**src/rtl/pc_ctrl_pkg.sv**
```systemverilog
// pc_ctrl_pkg -- shared types and defaults for the PC sequencing controller.
//   pcc_state_e : controller states (RUN, WAIT, PEND)
//   redir_src_e : redirect sources, encoded so a larger value means higher
//                 priority (TRAP > MRET > BR > JAL > NONE)
//   flush_id_for: whether a redirect from a given source squashes the ID stage
// Optional feature macro used by importers: PC_CTRL_TRAP_EN
package pc_ctrl_pkg;

  localparam int          XLEN_DEF     = 32;
  localparam logic [31:0] TRAP_VEC_DEF = 32'h0000_0100;

  typedef enum logic [1:0] {
    RUN  = 2'd0,
    WAIT = 2'd1,
    PEND = 2'd2
  } pcc_state_e;

  typedef enum logic [2:0] {
    NONE = 3'd0,
    JAL  = 3'd1,
    BR   = 3'd2,
    MRET = 3'd3,
    TRAP = 3'd4
  } redir_src_e;

  // A jal resolves in ID, so the ID-stage instruction is the jal itself and
  // must survive; every later-resolving source squashes ID as well.
  function automatic logic flush_id_for(redir_src_e src);
    return (src != NONE) && (src != JAL);
  endfunction

endpackage

```
**src/rtl/pc_ctrl_redir_arb.sv**
```systemverilog
// pc_ctrl_redir_arb -- combinational redirect arbiter.
// Picks the highest-priority valid redirect and forms its absolute target
// (base + off, wrapping modulo 2^XLEN). Losing requests are dropped.
// Ports:
//   jal_valid/jal_base/jal_off  in   ID-stage jump request
//   br_valid/br_base/br_off     in   EX-stage taken branch
//   trap_valid, mret_valid      in   (PC_CTRL_TRAP_EN only)
//   epc                         in   mret return address (PC_CTRL_TRAP_EN only)
//   redir_valid                 out  some redirect is requested
//   redir_src                   out  winning source
//   redir_tgt                   out  winning absolute target
// Macro: PC_CTRL_TRAP_EN adds the trap and mret priority levels.
module pc_ctrl_redir_arb
  import pc_ctrl_pkg::*;
#(
  parameter int XLEN = XLEN_DEF
`ifdef PC_CTRL_TRAP_EN
  , parameter logic [XLEN-1:0] TRAP_VEC = XLEN'(TRAP_VEC_DEF)
`endif
) (
  input  logic            jal_valid,
  input  logic [XLEN-1:0] jal_base,
  input  logic [XLEN-1:0] jal_off,
  input  logic            br_valid,
  input  logic [XLEN-1:0] br_base,
  input  logic [XLEN-1:0] br_off,
`ifdef PC_CTRL_TRAP_EN
  input  logic            trap_valid,
  input  logic            mret_valid,
  input  logic [XLEN-1:0] epc,
`endif
  output logic            redir_valid,
  output redir_src_e      redir_src,
  output logic [XLEN-1:0] redir_tgt
);

  always_comb begin
    redir_valid = 1'b0;
    redir_src   = NONE;
    redir_tgt   = '0;
`ifdef PC_CTRL_TRAP_EN
    if (trap_valid) begin
      redir_valid = 1'b1;
      redir_src   = TRAP;
      redir_tgt   = TRAP_VEC;
    end else if (mret_valid) begin
      redir_valid = 1'b1;
      redir_src   = MRET;
      redir_tgt   = epc;
    end else
`endif
    if (br_valid) begin
      redir_valid = 1'b1;
      redir_src   = BR;
      redir_tgt   = br_base + br_off;
    end else if (jal_valid) begin
      redir_valid = 1'b1;
      redir_src   = JAL;
      redir_tgt   = jal_base + jal_off;
    end
  end

endmodule

```
**src/rtl/pc_ctrl.sv**
```systemverilog
// pc_ctrl -- program-counter sequencer.
// Holds the PC while a fetch is outstanding, arbitrates redirects, drives the
// pc register's stall/jmp/rel/nxt inputs and the IF/ID flush strobes.
//
//   state | meaning
//   RUN   | fetch in flight, PC advances on each ack
//   WAIT  | ack missing, PC held, no redirect pending
//   PEND  | ack missing, redirect latched in pend_src/pend_tgt
//
// Ports:
//   clk, rst (async, active-low)
//   imem_req out / imem_ack in     instruction-memory handshake
//   hazard_stall in                 hold PC (overridden by redirects)
//   jal_valid/base/off in           ID-stage jump
//   br_valid/base/off in            EX-stage taken branch
//   pc_cur in                       current PC from the pc register
//   pc_stall/pc_jmp/pc_rel/pc_nxt   controls to the pc register
//   flush_if, flush_id out          wrong-path squash strobes
//   trap_valid, trap_pc, mret_valid in; epc out   (PC_CTRL_TRAP_EN only)
// Macro: PC_CTRL_TRAP_EN adds trap entry, mret return and the epc register.
module pc_ctrl
  import pc_ctrl_pkg::*;
#(
  parameter int XLEN = XLEN_DEF
`ifdef PC_CTRL_TRAP_EN
  , parameter logic [XLEN-1:0] TRAP_VEC = XLEN'(TRAP_VEC_DEF)
`endif
) (
  input  logic            clk,
  input  logic            rst,
  output logic            imem_req,
  input  logic            imem_ack,
  input  logic            hazard_stall,
  input  logic            jal_valid,
  input  logic [XLEN-1:0] jal_base,
  input  logic [XLEN-1:0] jal_off,
  input  logic            br_valid,
  input  logic [XLEN-1:0] br_base,
  input  logic [XLEN-1:0] br_off,
  input  logic [XLEN-1:0] pc_cur,
  output logic            pc_stall,
  output logic            pc_jmp,
  output logic            pc_rel,
  output logic [XLEN-1:0] pc_nxt,
  output logic            flush_if,
  output logic            flush_id
`ifdef PC_CTRL_TRAP_EN
  ,
  input  logic            trap_valid,
  input  logic [XLEN-1:0] trap_pc,
  input  logic            mret_valid,
  output logic [XLEN-1:0] epc
`endif
);

  pcc_state_e      state, state_nxt;
  redir_src_e      pend_src, pend_src_nxt;
  logic [XLEN-1:0] pend_tgt, pend_tgt_nxt;
  logic            redir_valid;
  redir_src_e      redir_src;
  logic [XLEN-1:0] redir_tgt;
  logic            outranks;
`ifdef PC_CTRL_TRAP_EN
  logic            accept;
  logic            epc_ld;
  logic [XLEN-1:0] epc_q;
`endif

  pc_ctrl_redir_arb #(
    .XLEN(XLEN)
`ifdef PC_CTRL_TRAP_EN
    , .TRAP_VEC(TRAP_VEC)
`endif
  ) u_arb (
    .jal_valid  (jal_valid),
    .jal_base   (jal_base),
    .jal_off    (jal_off),
    .br_valid   (br_valid),
    .br_base    (br_base),
    .br_off     (br_off),
`ifdef PC_CTRL_TRAP_EN
    .trap_valid (trap_valid),
    .mret_valid (mret_valid),
    .epc        (epc_q),
`endif
    .redir_valid(redir_valid),
    .redir_src  (redir_src),
    .redir_tgt  (redir_tgt)
  );

  // Only a strictly higher-priority request may replace a pending redirect.
  assign outranks = redir_valid && (redir_src > pend_src);
  assign pc_rel   = 1'b0;

`ifdef PC_CTRL_TRAP_EN
  assign accept = (state == PEND) ? outranks : redir_valid;
  assign epc_ld = accept && (redir_src == TRAP);
  assign epc    = epc_q;
`endif

  always_comb begin
    state_nxt    = state;
    pend_src_nxt = pend_src;
    pend_tgt_nxt = pend_tgt;
    imem_req     = 1'b1;
    pc_stall     = 1'b1;
    pc_jmp       = 1'b0;
    // Idle value is the current PC so pc_nxt never carries a stale target.
    pc_nxt       = pc_cur;
    flush_if     = 1'b0;
    flush_id     = 1'b0;

    unique case (state)
      RUN, WAIT: begin
        if (imem_ack) begin
          state_nxt = RUN;
          if (redir_valid) begin
            pc_stall = 1'b0;
            pc_jmp   = 1'b1;
            pc_nxt   = redir_tgt;
            flush_if = 1'b1;
            flush_id = flush_id_for(redir_src);
          end else if (!hazard_stall) begin
            pc_stall = 1'b0;
          end
        end else if (redir_valid) begin
          pend_src_nxt = redir_src;
          pend_tgt_nxt = redir_tgt;
          flush_id     = flush_id_for(redir_src);
          state_nxt    = PEND;
        end else begin
          state_nxt = WAIT;
        end
      end
      PEND: begin
        if (imem_ack) begin
          // The returned word belongs to the old path, so it is squashed.
          pc_stall     = 1'b0;
          pc_jmp       = 1'b1;
          flush_if     = 1'b1;
          pend_src_nxt = NONE;
          pend_tgt_nxt = '0;
          state_nxt    = RUN;
          if (outranks) begin
            pc_nxt   = redir_tgt;
            flush_id = flush_id_for(redir_src);
          end else begin
            pc_nxt = pend_tgt;
          end
        end else if (outranks) begin
          pend_src_nxt = redir_src;
          pend_tgt_nxt = redir_tgt;
          flush_id     = flush_id_for(redir_src);
        end
      end
      default: state_nxt = RUN;
    endcase

    if (!rst) begin
      imem_req = 1'b0;
      pc_stall = 1'b1;
      pc_jmp   = 1'b0;
      flush_if = 1'b0;
      flush_id = 1'b0;
    end
  end

  always_ff @(posedge clk or negedge rst) begin
    if (!rst) begin
      state    <= RUN;
      pend_src <= NONE;
      pend_tgt <= '0;
    end else begin
      state    <= state_nxt;
      pend_src <= pend_src_nxt;
      pend_tgt <= pend_tgt_nxt;
    end
  end

`ifdef PC_CTRL_TRAP_EN
  always_ff @(posedge clk or negedge rst) begin
    if (!rst) begin
      epc_q <= '0;
    end else if (epc_ld) begin
      epc_q <= trap_pc;
    end
  end
`endif

endmodule

```
**config.mk**
```make
export PLATFORM = sky130hd
export DESIGN_NAME = pc_ctrl
export DESIGN_NICKNAME = d
export VERILOG_FILES = /design/src/rtl/pc_ctrl_pkg.sv /design/src/rtl/pc_ctrl_redir_arb.sv /design/src/rtl/pc_ctrl.sv
export SDC_FILE = /design/constraint.sdc
export NUM_CORES = 1
export LEC_CHECK = 0
export CAP_MARGIN = 20
export CORE_MARGIN = 1.5
export CORE_UTILIZATION = 44
export DETAILED_ROUTE_END_ITERATION = 8
export PLACE_DENSITY_LB_ADDON = 0.2
export SLEW_MARGIN = 40
export SYNTH_ARGS = -nofsm -noshare
export SYNTH_HDL_FRONTEND = slang
export SYNTH_HIERARCHICAL = 1
export SYNTH_SLANG_ARGS = --single-unit
export TNS_END_PERCENT = 10
```
**constraint.sdc**
```tcl
create_clock -name clk -period 5.1 [get_ports clk]
set_input_delay 1.275 -clock clk [delete_from_list [all_inputs] [get_ports clk]]
set_output_delay 1.275 -clock clk [all_outputs]
set_load 0.01 [all_outputs]
```
After elaboration in Yosys (flattened, before gate mapping). Index checks and enable logic that the tools add are counted.

Flip-flop bits (word level): 37. Bits in latches: 0. Memory bits (writable): 0. ROM bits: 0. Bits of input ports: 166. Memories kept: 0.

Add/sub/neg operators: 2. Multiply operators: 0. Div/mod/pow operators: 0. $lt $le $gt $ge: 1. Equal/unequal tests: 7. Shifts and indexed selects: 0. Muxes and demuxes: 40. Bitwise logic cells: 0. Reductions and logical operators: 8.

Operators with widths (count): two-way mux 32 bit (9); one-hot mux 32 bit (2 select lines) (2); adder 32 bit (2); two-way mux 1 bit (16); two-way mux 3 bit (5); two-way mux 2 bit (3); inequality test 2 bit, second input constant (3); one-hot mux 1 bit (2 select lines) (3); one-hot mux 3 bit (2 select lines) (1); one-hot mux 2 bit (2 select lines) (1); AND reduction 4 bit (1); > comparator 3 bit (1); inequality test 3 x 1 -> 1 bit, second input constant (1); inequality test 3 bit, second input constant (1); AND reduction 3 bit (1); nonzero test 3 bit (1); equality test 2 x 1 -> 1 bit, second input constant (1); equality test 2 bit, second input constant (1); logical AND 1 bit (2); zero test 2 bit (1); nonzero test 2 bit (1); OR reduction 2 bit (1).

Logic depth before layout (Yosys ltp).
Depth in word-level cells: 7. Depth in mapped cells: 15.

Cells and area by module. Netlist, hierarchy kept.

By module, submodules not included: pc_ctrl_redir_arb (instances 1, cells an instance 479, area an instance 3455.8 sq um); pc_ctrl (instances 1, cells an instance 298, area an instance 2832.7 sq um).

Worst setup path after synthesis. Ideal clock, no wire load.

Path kind: input port to output port. Start point: input port br_base[0]. End point: output port pc_nxt[30]. Arrival time: 3.958 ns. Path slack: -0.133 ns. Stages on the path: 14. Cells stage by stage: ha_1 -> fa_1 -> a211oi_2 -> o21ai_1 -> a311oi_1 -> a211o_1 -> nand2_1 -> a21o_1 -> a221oi_1 -> xor2_1 -> o21ai_2 -> a21oi_1 -> a2bb2oi_1 -> o21ai_1.

Longest elaborated chain between the ends: 5.

Ends and longest elaborated chain: start, declared (RTL line pc_ctrl.sv:38) `input logic [XLEN-1:0] br_base,`; adder 32 bit (*) (RTL line pc_ctrl_redir_arb.sv:55) `redir_tgt = br_base + br_off;`; two-way mux 32 bit (*) (RTL line pc_ctrl_redir_arb.sv:52) `if (br_valid) begin`; net redir_tgt[30] (RTL line pc_ctrl.sv:61) `logic [XLEN-1:0] redir_tgt;`; two-way mux 32 bit, on equally long branches (RTL line pc_ctrl.sv:144, pc_ctrl.sv:117); two-way mux 32 bit, on equally long branches (RTL line pc_ctrl.sv:136, pc_ctrl.sv:115); one-hot mux 32 bit (2 select lines) (*) (RTL line pc_ctrl.sv:113) `unique case (state)`; end, declared (RTL line pc_ctrl.sv:44) `output logic [XLEN-1:0] pc_nxt,`.

Mark *: on every way through the listed nets, which the timed path passes. The rest lies on a longest branch.

Final worst setup path.
Start point: input port br_base[9]. End point: output port pc_nxt[29].

Same word-level chain as after synthesis.

==> impl_results.md <==
* Outcome: finished, violations left
* Violated checks: setup timing
* Post-route clock period utilization at 110%
* Initial Util at between 40 and 50%
* Syn Area/Cell at 8.09 um^2
* Fmax at between 150 and 200 MHz
* CP Cell Sequence: dlygate4sd2_1 -> ha_4 -> buf_6 -> buf_4 -> o21ai_1 -> a22oi_1 -> nand2_1 -> a211oi_2 -> nor3b_2 -> buf_4 -> a211oi_4 -> o211ai_1 -> nor3b_2 -> o32ai_2 -> a21oi_1 -> a2bb2oi_1 -> o21ai_1 -> buf_2
* Final #Nets at 1406
* Routed wl met3 at roughly 1700 um
* Sequential area share after synthesis at between 10 and 15%
* Global-route wire length before repair at ~40000 um
* Synthesized area at 0.00629 mm^2
* Crit path arrival time at 4.32 ns
* CTS max path bufs at 2
* Tightest Pin Transition at ~0.67 ns
* Met2 routed wirelength at approximately 13000 um
* Final GP Congestion at 0.960
* # IOs at roughly 200
* Routed vias at approximately 8200
* Initial DRC Count at between 700 and 800
* Hold Path Class: flip-flop to flip-flop
* DRC at 0
* CTS tree: yes
* Placed Area at ~0.01 mm^2
* Standard-cell row count at 43
* Post-DP HPWL at between 15000 and 20000 um
* Crit start category: primary input
* Dpl cells at approximately 1300
* GRT Resource Usage Total at between 30 and 40%
* CTS Buf Count at 5
* Top routing layer in use: met4
* Ys flop type: dfrtp_1
* Min Tclk post-route at 5.59 ns
* Skew final at 0.00770 ns
* Multi-input gate area at a little under 0.006 mm^2
* Crit. End Element: primary output
* Number of synthesized flops with an enable pin at 0
* Finished Cell Area at 0.0110 mm^2
* Synth Register Bits at 37
* FF/Latch Area at around 930 um^2
* Via-to-Cell Ratio at ~6
* Utilization after layout at about four fifths
* Leak pwr at between 5 and 6 nW
* Layout cells sized above 1 at 35.0%
* Die X at about 120 um
* Largest net degree at the start of global routing at 44
* Setup violators final at 22
* Area growth, synth to finish at 75.6%
* Port Buffer Count at ~200
* H-Tree Depth at 2
* TNS Setup at -7.88 ns
* CTS clk-pin slew, worst paths at around 0.050 ns
* Maxcap violations at 0
* RSZ-0062 raised after global routing: true
* Total grt overflow at 0
* CP max stage delay at roughly 0.3 ns
* Max-slew headroom at between 50% and 60%
* Final Instance Count excl. Fillers at ~1400
* Filler Cell Count at between 900 and 1000
* Die Ht at approximately 120 um
* Required @ worst endpoint at 3.83 ns
* Die area at about 0.015 mm^2
* YS warnings at 6
* Worst Setup Path Type: primary input to primary output
* Ant. Diodes at 0
* Clock root buffer: clkbuf_16
* Num Clock Sinks at 37
* Ys async rst share at 100%
* Final wirelength at ~27000 um
* Clk_lat worst skew at around 0.29 ns
* P per Cell Area at 209 mW/mm^2
* Per-cell routed wire length at roughly 20 um
* WL met1 at ~11000 um
* Syn Inst Count at ~780
* Antenna viol nets, final at 0
* Post-synth cell types at 76
* Critical-path maximum fanout at 3
* Hold Fails Final Rpt at 0
* DRT Pass-1 Iters at 6
* Setup ws final at -0.495 ns
* Crit path max-delay cell type: a22oi_1
* Initial antenna violation count at 0
* Worst VDD drop at 0.162 mV
* Core ar. at ~0.014 mm^2
* Final hold slack at approximately 0.5 ns
* Post-Syn Nets at between 1000 and 1500
* Vias in the first global route at 7963
* Final Max Slew Viols at 0
-- registers in the layout, indices dropped and copies added (netlist names) --
| register | flops |
|---|---|
| pend_src | 3 |
| pend_tgt | 32 |
| state | 2 |
-- metal layers --
| layer | vias to the layer above | global-route usage [%] |
|---|---|---|
| li1 | 3754 | - |
| met1 | 3928 | 42.4 |
| met2 | 405 | 58.4 |
| met3 | 82 | 3.58 |
| met4 | 0 | 14.5 |
| met5 | - | 0 |
-- timing repair --
action	4_1_cts	5_1_grt
hold endpoints to repair	0	0
pin swaps	122	41
cloned	0	0
endpoints found under the setup margin	32	32
resized for setup	268	64
hold buffers	0	0
buffers inserted	30	3
-- where the power goes --
| part | internal [mW] | total, mW | switching [mW] |
|---|---|---|---|
| sequential | 0.353 | 0.390 | 0.0376 |
| clock | 0.244 | 0.363 | 0.119 |
| combinational | 0.805 | 1.55 | 0.745 |
| total | 1.40 | 2.30 | 0.902 |
-- per-stage QoR --
| stage | worst slack, ns | power [mW] |
|---|---|---|
| 6_report | -0.495 | 2.30 |
| 5_1_grt | -0.611 | 2.42 |
| 4_1_cts | -0.440 | 2.21 |
| 3_5_place_dp | -1.22 | 1.73 |
| 3_3_place_gp | -1.14 | 1.71 |
| 2_1_floorplan | 0.0209 | 1.15 |
-- path summary, 6_finish.rpt --
path	startpoint	to	slack, ns	cells past startpoint
min in group asynchronous	rst	state[1]	0.94	1
max in group asynchronous	rst	pend_tgt[13]	3.51	2
setup / recovery	br_base[9]	pc_nxt[29]	-0.49	18
setup reg to reg	pend_src[2]	pend_src[1]	2.60	8
hold reg to reg	pend_tgt[19]	pend_tgt[19]	0.50	1
hold / removal	pend_tgt[19]	pend_tgt[19]	0.50	1
-- Yosys cell counts, types with 4 or more instances --
cell,n,area (um^2)
a21oi_1,82,410
ha_1,65,813
nand2_1,39,146
o21ai_1,38,190
a22o_1,37,324
dfrtp_1,37,926
mux2i_1,33,330
a2bb2oi_1,32,280
nor2_1,32,120
nor2b_1,31,194
o21ai_0,31,155
xnor2_1,30,263
a21o_1,25,188
inv_1,21,78.8
xor2_1,21,184
clkbuf_1,19,71.3
nand3_1,16,80.1
o22ai_1,15,93.8
a211oi_1,11,82.6
buf_2,10,50.1
o21bai_1,9,67.6
nand4_1,8,50.1
o211ai_1,8,60.1
a211o_1,7,61.3
a31oi_1,7,43.8
and2b_1,7,52.6
buf_4,7,52.6
a211oi_2,5,62.6
nand2b_1,5,31.3
a21boi_0,4,30.0
and2_1,4,25.0
and3_1,4,25.0
nor3_1,4,20.0
or3_1,4,25.0
-- final cells by class --
class                           count  area share, %
Multi-Input combinational cell    676           54.0
Timing Repair Buffer              431           33.3
Sequential cell                    37           8.38
Tap cell                          180           2.04
Clock buffer                        6           1.26
Inverter                           22          0.748
Clock inverter                      2          0.340
-- cells by family after synthesis --
family,after synthesis,share of synthesized area (%)
AO/OA/AOI/OAI,350,38.7
AND/OR/NAND/NOR,171,14.6
adder cells (fa/ha/maj),67,13.6
buffers and inverters,64,5.57
XOR/XNOR,51,7.10
flip-flops,37,14.7
multiplexers,35,5.67
other,2,0.119
-- cell usage in the layout (no fill, tap or decap), types with 9 or more instances in the layout --
| cell type | instances |
|---|---|
| dfrtp_1 | 37 |
| ha_4 | 31 |
| dlygate4sd2_1 | 55 |
| ha_1 | 33 |
| o22ai_2 | 11 |
| a2bb2oi_1 | 31 |
| o21ai_2 | 13 |
| buf_4 | 222 |
| nand3_1 | 13 |
| a22o_1 | 36 |
| a21oi_2 | 18 |
| clkdlybuf4s50_1 | 105 |
| o21ai_0 | 15 |
| o21ai_1 | 42 |
| a21oi_1 | 65 |
| xor2_1 | 19 |
| buf_2 | 16 |
| a21o_1 | 25 |
| xnor2_1 | 26 |
| o21bai_1 | 9 |
| nor2_1 | 27 |
| dlymetal6s2s_1 | 16 |
| buf_6 | 10 |
| nand2_1 | 37 |
| inv_1 | 18 |
| mux2i_1 | 33 |
| nor2b_1 | 31 |
-- critical path, delay by kind of cell --
family,cells,cell delay (ns)
AOI/OAI and AO/OA,9,1.60
adders and majority gates,1,0.29
buffers and inverters,5,0.80
and+or+nand+nor,3,0.36
No activity file was read; power rests on OpenSTA's default activity.
